File: config.mk
export PLATFORM = sky130hd
export DESIGN_NAME = time_of_day_counter
export DESIGN_NICKNAME = d
export VERILOG_FILES = /design/src/rtl/tod_pkg.sv /design/src/rtl/bcd_mod_counter.sv /design/src/rtl/time_of_day_counter.sv
export SDC_FILE = /design/constraint.sdc
export NUM_CORES = 1
export LEC_CHECK = 0
export CORE_ASPECT_RATIO = 2
export CORE_MARGIN = 4
export CORE_UTILIZATION = 30
export CTS_CLUSTER_SIZE = 20
export DETAILED_ROUTE_END_ITERATION = 8
export DONT_BUFFER_PORTS = 1
export GPL_TIMING_DRIVEN = 0
export PLACE_DENSITY = 0.44
export REMOVE_ABC_BUFFERS = 1
export SETUP_SLACK_MARGIN = 0.4
export SYNTH_ARGS = -nofsm -noshare
export SYNTH_HDL_FRONTEND = slang
export SYNTH_SLANG_ARGS = --single-unit
File: constraint.sdc
create_clock -name i_clk -period 3.2 [get_ports i_clk]
set_input_delay 0.48 -clock i_clk [delete_from_list [all_inputs] [get_ports i_clk]]
set_output_delay 0.48 -clock i_clk [all_outputs]
set_load 0.01 [all_outputs]
File: src/rtl/tod_pkg.sv
// Shared constants, FSM encoding and BCD helpers for the time-of-day counter.
// Latency: n/a (package). Backpressure: n/a.
// 12-hour display conversion is only referenced when TOD_12H_MODE_EN is defined.
package tod_pkg;

    localparam logic [7:0] SEC_MAX = 8'h59;
    localparam logic [7:0] MIN_MAX = 8'h59;
    localparam logic [7:0] HR_MAX  = 8'h23;

    typedef enum logic [1:0] {
        IDLE   = 2'd0,
        CHECK  = 2'd1,
        COMMIT = 2'd2,
        REJECT = 2'd3
    } tod_state_t;

    typedef struct packed {
        logic [7:0] hh;
        logic [7:0] mm;
        logic [7:0] ss;
    } tod_time_t;

    // Both digits must be decimal before the numeric compare is meaningful.
    function automatic logic bcd_valid(input logic [7:0] v, input logic [7:0] max);
        return (v[7:4] <= 4'd9) && (v[3:0] <= 4'd9) && (v <= max);
    endfunction

    // Returns {pm, hh12} for a valid 24-hour BCD value.
    function automatic logic [8:0] to_12h(input logic [7:0] hh24);
        logic [4:0] b;
        logic       pm;
        logic [7:0] h12;
        b  = 5'(hh24[7:4]) * 5'd10 + 5'(hh24[3:0]);
        pm = (b >= 5'd12);
        if (pm)
            b = b - 5'd12;
        if (b == 5'd0)
            b = 5'd12;
        h12 = (b >= 5'd10) ? {4'd1, 4'(b - 5'd10)} : {4'd0, b[3:0]};
        return {pm, h12};
    endfunction

endpackage

File: src/rtl/bcd_mod_counter.sv
// Two-digit BCD counter wrapping MAX -> 00, with synchronous load and carry chain.
// Latency: value updates on the edge sampling inc/load; carry and value_nxt are combinational.
// Backpressure: none; load takes priority over inc and suppresses carry.
module bcd_mod_counter #(
    parameter logic [7:0] MAX = 8'h59
) (
    input  logic       clk,
    input  logic       rst_n,
    input  logic       load,
    input  logic [7:0] load_val,
    input  logic       inc,
    output logic [7:0] value,
    output logic [7:0] value_nxt,
    output logic       carry
);

    always_comb begin
        carry     = 1'b0;
        value_nxt = value;
        if (load) begin
            value_nxt = load_val;
        end else if (inc) begin
            if (value == MAX) begin
                value_nxt = 8'h00;
                carry     = 1'b1;
            end else if (value[3:0] == 4'd9) begin
                value_nxt = {value[7:4] + 4'd1, 4'd0};
            end else begin
                value_nxt = {value[7:4], value[3:0] + 4'd1};
            end
        end
    end

    always_ff @(posedge clk or negedge rst_n) begin
        if (!rst_n)
            value <= 8'h00;
        else
            value <= value_nxt;
    end

endmodule

File: src/rtl/time_of_day_counter.sv
// BCD hh:mm:ss clock driven by a 1 PPS tick, with range-checked set port and rollover strobes.
// Latency: 1 cycle from qualifying tick to time/strobes; set ack/err 3 cycles after acceptance.
// Backpressure: o_set_ready low for CHECK/COMMIT/REJECT; TOD_12H_MODE_EN adds 12-hour display + o_pm.
module time_of_day_counter #(
    parameter int unsigned TICKS_PER_SEC = 1
) (
    input  logic       i_clk,
    input  logic       i_rst_n,
    input  logic       i_en,
    input  logic       i_pulse,
    input  logic       i_set_valid,
    input  logic [7:0] i_set_hh,
    input  logic [7:0] i_set_mm,
    input  logic [7:0] i_set_ss,
    output logic       o_set_ready,
    output logic       o_set_ack,
    output logic       o_set_err,
`ifdef TOD_12H_MODE_EN
    output logic       o_pm,
`endif
    output logic [7:0] o_hh,
    output logic [7:0] o_mm,
    output logic [7:0] o_ss,
    output logic       o_min_tick,
    output logic       o_hour_tick,
    output logic       o_day_tick
);
    import tod_pkg::*;

    tod_state_t state, state_nxt;
    tod_time_t  cap;
    logic [7:0] prescale, prescale_nxt;
    logic       pending, pending_nxt;
    logic       pre_term, in_idle, commit, accept, sec_step, cap_ok;
    logic [7:0] ss_val, mm_val, hh_val;
    logic [7:0] ss_nxt, mm_nxt, hh_nxt;
    logic       ss_carry, mm_carry, hh_carry;

    assign in_idle  = (state == IDLE);
    assign commit   = (state == COMMIT);
    assign accept   = in_idle && i_set_valid && o_set_ready;
    assign pre_term = i_en && i_pulse && (prescale == 8'(TICKS_PER_SEC - 1));
    assign sec_step = in_idle && i_en && (pre_term || pending);
    assign cap_ok   = bcd_valid(cap.hh, HR_MAX) && bcd_valid(cap.mm, MIN_MAX)
                   && bcd_valid(cap.ss, SEC_MAX);

    always_comb begin
        state_nxt = state;
        case (state)
            IDLE:    if (i_set_valid && o_set_ready) state_nxt = CHECK;
            CHECK:   state_nxt = cap_ok ? COMMIT : REJECT;
            COMMIT:  state_nxt = IDLE;
            REJECT:  state_nxt = IDLE;
            default: state_nxt = IDLE;
        endcase
    end

    // A tick that lands while the set machine is busy is deferred to the
    // first IDLE cycle; if another tick qualifies in that cycle it re-arms.
    always_comb begin
        prescale_nxt = prescale;
        pending_nxt  = pending;
        if (commit)
            prescale_nxt = 8'h00;
        else if (i_en && i_pulse)
            prescale_nxt = pre_term ? 8'h00 : prescale + 8'h01;

        if (!in_idle) begin
            if (pre_term)
                pending_nxt = 1'b1;
        end else if (i_en) begin
            pending_nxt = pending && pre_term;
        end
    end

    always_ff @(posedge i_clk or negedge i_rst_n) begin
        if (!i_rst_n) begin
            state       <= IDLE;
            prescale    <= 8'h00;
            pending     <= 1'b0;
            cap         <= '0;
            o_set_ready <= 1'b1;
            o_set_ack   <= 1'b0;
            o_set_err   <= 1'b0;
            o_min_tick  <= 1'b0;
            o_hour_tick <= 1'b0;
            o_day_tick  <= 1'b0;
        end else begin
            state       <= state_nxt;
            prescale    <= prescale_nxt;
            pending     <= pending_nxt;
            if (accept)
                cap <= '{hh: i_set_hh, mm: i_set_mm, ss: i_set_ss};
            o_set_ready <= (state_nxt == IDLE);
            o_set_ack   <= commit;
            o_set_err   <= (state == REJECT);
            o_min_tick  <= ss_carry;
            o_hour_tick <= mm_carry;
            o_day_tick  <= hh_carry;
        end
    end

    bcd_mod_counter #(.MAX(SEC_MAX)) u_ss (
        .clk       (i_clk),
        .rst_n     (i_rst_n),
        .load      (commit),
        .load_val  (cap.ss),
        .inc       (sec_step),
        .value     (ss_val),
        .value_nxt (ss_nxt),
        .carry     (ss_carry)
    );

    bcd_mod_counter #(.MAX(MIN_MAX)) u_mm (
        .clk       (i_clk),
        .rst_n     (i_rst_n),
        .load      (commit),
        .load_val  (cap.mm),
        .inc       (ss_carry),
        .value     (mm_val),
        .value_nxt (mm_nxt),
        .carry     (mm_carry)
    );

    bcd_mod_counter #(.MAX(HR_MAX)) u_hh (
        .clk       (i_clk),
        .rst_n     (i_rst_n),
        .load      (commit),
        .load_val  (cap.hh),
        .inc       (mm_carry),
        .value     (hh_val),
        .value_nxt (hh_nxt),
        .carry     (hh_carry)
    );

    assign o_mm = mm_val;
    assign o_ss = ss_val;

`ifdef TOD_12H_MODE_EN
    // Display register is fed from the counter's next value so it moves on the same edge.
    logic [7:0] hh_disp;
    logic       pm_disp;
    logic       unused_nxt;

    always_ff @(posedge i_clk or negedge i_rst_n) begin
        if (!i_rst_n) begin
            hh_disp <= 8'h00;
            pm_disp <= 1'b0;
        end else begin
            {pm_disp, hh_disp} <= to_12h(hh_nxt);
        end
    end

    assign o_hh       = hh_disp;
    assign o_pm       = pm_disp;
    assign unused_nxt = ^{ss_nxt, mm_nxt, hh_val};
`else
    logic unused_nxt;

    assign o_hh       = hh_val;
    assign unused_nxt = ^{ss_nxt, mm_nxt, hh_nxt};
`endif

endmodule

==> flow_metrics.env <==
export IMPL_status="finished, final reports clean"
export IMPL_clk_path_buf_depth=2
export IMPL_fin_crit_ns=2.595
export IMPL_synth_seq_area_share_pct=49.06
export IMPL_numCtsBuffers=9
export IMPL_clock_root_buffer="clkbuf_16"
export IMPL_syn_area_per_cell_um2=10.43
export IMPL_worstPathRequired_ns=3.41
export IMPL_grt_pass1_wl_um=14860
export IMPL_synth_distinct_cells=51
export IMPL_ys_warn_count=0
export IMPL_gp_congestion=0.7602
export IMPL_synth_top_area_cell="dfrtp_1"
export IMPL_post_route_period_util_pct=81.08
export IMPL_clock_sinks=65
export IMPL_firstDrtPassIters=4
export IMPL_cts_tree="yes"
export IMPL_finalPower_mw=3.915
export IMPL_grt_pass1_vias=2760
export IMPL_post_route_util_pct=35.44
export IMPL_ys_seq_elements=65
export IMPL_final_nets=368
export IMPL_die_w_um=82.37
export IMPL_max_clock_freq_ghz=0.3854
export IMPL_fin_setup_tns_ns=0
export IMPL_dpl_cell_area_um2=3487
export IMPL_synth_xor_xnor_area_share_pct=0.2640
export IMPL_core_um2=10880
export IMPL_place_ws_ns=-0.9847
export IMPL_fin_skew_ns=0.007073
export IMPL_holdWs_ns=0.03220
export IMPL_totalWireLength_um=9196
export IMPL_final_area_um2=3855
export IMPL_layout_common_cells="64 x dfrtp_1, 27 x nor2_1, 24 x mux2_2"
export IMPL_cp_arrival_ns=2.80
export IMPL_drive_gt1_share_pct=16.67
export IMPL_max_slew_margin_rel_pct=40.19
export IMPL_dp_cells=450
export IMPL_io_buffers=0
export IMPL_cp_start_kind="register"
export IMPL_drc=0
export IMPL_initial_core_util_pct=30.50
export IMPL_synth_top_family_by_area="simple AND/OR/NAND/NOR gates"
export IMPL_layout_cells_non_filler=470
export IMPL_synthArstFlopShare_pct=100.0
export IMPL_netlist_area_um2=3318
export IMPL_pin_count=59
export IMPL_track_usage_pct=15.63
export IMPL_cts_htree_levels=3
export IMPL_final_common_cell="dfrtp_1"
export IMPL_ys_flop_type="dfrtp_1"
export IMPL_drt_iter0_markers=131
export IMPL_via_per_inst=5.362
export IMPL_antenna_found_initial=0
export IMPL_synth_top_area_share_pct=48.27
export IMPL_syn_inst=318
export IMPL_peakVddDrop_mv=0.5011
export IMPL_grt_overflow_total=0
export IMPL_worstSetupPathType="reg -> reg"
export IMPL_diodes=0
export IMPL_hold_viol_final=0
export IMPL_synth_simple_area_share_pct=19.38
export IMPL_setup_ws_ns=0.6055
export IMPL_grt_max_degree=66
export IMPL_power_density_nw_per_um2=1015
export IMPL_clkTransAtPathRegs_ns=0.06
export IMPL_synth_edf_count=0
export IMPL_via_count=2520
export IMPL_endpoint_kind="register"
export IMPL_rows=54
export IMPL_setup_viol=0
export IMPL_syn_to_final_growth_pct=16.18
export IMPL_p_leak_nw=1.624
export IMPL_drv_slew=0
export IMPL_muxShareOfSynthArea_pct=8.748
export IMPL_dpl_hpwl_um=6613
export IMPL_cap_viol_max_count=0
export IMPL_synthTopCellsByArea="dfrtp_1 48%, mux2_2 8.1%, ha_1 5.3%, o21ai_0 3.2%, nor2_1 3.1%"
export IMPL_worstMarginPinSlew_ns=0.8952
export IMPL_synth_fa_ha_area_share_pct=5.279
export IMPL_drtAntennaViolNets=0
export IMPL_rsz0062_at_grt="false"
export IMPL_synth_compound_area_share_pct=14.44
export IMPL_hp_class="in -> async"
export IMPL_routedWlPerCell_um=19.57
export IMPL_die_h_um=156.7
export IMPL_critPathMaxFanout=31
export IMPL_insertion_delay_ns=0.33
export IMPL_die_area_um2=12910
## worst paths after layout
check,start,end,slack (ns),depth (start not counted)
hold reg to reg,cap[12]$_DFFE_PN0P_,u_mm.value[4]$_DFFE_PN0P_,0.47,2
min in group i_clk,i_set_ss[0],cap[0]$_DFFE_PN0P_,0.30,1
hold / removal,i_rst_n,prescale[7]$_DFFE_PN0P_,0.03,1
max in group asynchronous,i_rst_n,o_set_ready$_DFF_PN1_,2.87,1
setup / recovery,state[0]$_DFF_PN0_,u_hh.value[5]$_DFFE_PN0P_,0.61,7
setup reg to reg,state[0]$_DFF_PN0_,u_hh.value[5]$_DFFE_PN0P_,0.61,7
## power breakdown
group / total, mW / switching, mW / internal, mW
Sequential: 1.69 / 0.501 / 1.18
Clock: 1.03 / 0.359 / 0.666
Combinational: 1.20 / 0.634 / 0.570
Total: 3.91 / 1.49 / 2.42
## cell type report
| class | count | area, µm² |
|---|---|---|
| tap | 140 | 175.2 |
| clock buffer | 14 | 274.0 |
| timing repair buffer | 5 | 68.82 |
| timing repair inverter | 1 | 5.005 |
| inverter | 15 | 60.06 |
| multi-input combinational | 228 | 1609 |
| fill | 1090 | 7023 |
| sequential | 65 | 1628 |
| clock inverter | 2 | 35.03 |
## critical path, stage by stage (launching register included)
cell and delay, ns:
dfrtp_1 0.45, nand2b_4 0.43, clkinvlp_4 0.20, or3_1 0.47, nor4_4 0.28, buf_4 0.22, a21oi_2 0.09, a221o_1 0.32
## sequential cells by signal (all words and copies together) (netlist names), 2 cells and up
signal and cells:
cap 24, u_ss.value 8, u_mm.value 8, state 2
prescale 8, u_hh.value 8
## cells in the mapped netlist, types with 2 or more instances
cell / count
nand4_1: 2
o21ai_0: 21
and3b_1: 3
ha_1: 14
o21ai_1: 2
nor4_1: 3
nand3b_1: 3
nand4b_1: 3
inv_1: 15
or3_1: 7
nand2b_1: 5
o31ai_1: 7
nand3_1: 16
nor3_1: 4
and3_1: 5
a221o_1: 2
a21o_1: 2
a31oi_1: 9
nor2_1: 27
o211ai_1: 4
a21oi_1: 5
mux2i_1: 2
a22oi_1: 3
clkbuf_1: 10
and2_1: 4
nor2b_1: 4
dfrtp_1: 64
nand2_1: 23
or4_1: 3
mux2_2: 24
o311ai_0: 2
## per-layer routing
| metal | share of wire (%) | wire length [µm] | global-route usage (%) |
|---|---|---|---|
| met4 | 3.6 | 330 | 9.033 |
| met5 | 0 | 0 | 0 |
| met3 | 4.2 | 390 | 3.744 |
| met2 | 57 | 5218 | 27.91 |
| met1 | 35 | 3256 | 15.87 |
## what timing repair did
action	in CTS	in global routing
gates cloned	1	0
buffers inserted	1	1
pin swaps	0	1
hold endpoints to repair	65	0
hold buffers	1	0
setup endpoints to repair	25	1
resized for setup	3	0
## cell families after synthesis
logic type,after synthesis
adder cells (fa/ha/maj),14
flip-flops,65
AO/OA/AOI/OAI,69
multiplexers,26
buffers and inverters,25
AND/OR/NAND/NOR,118
XOR/XNOR,1
(Power assumes the default switching activity.)
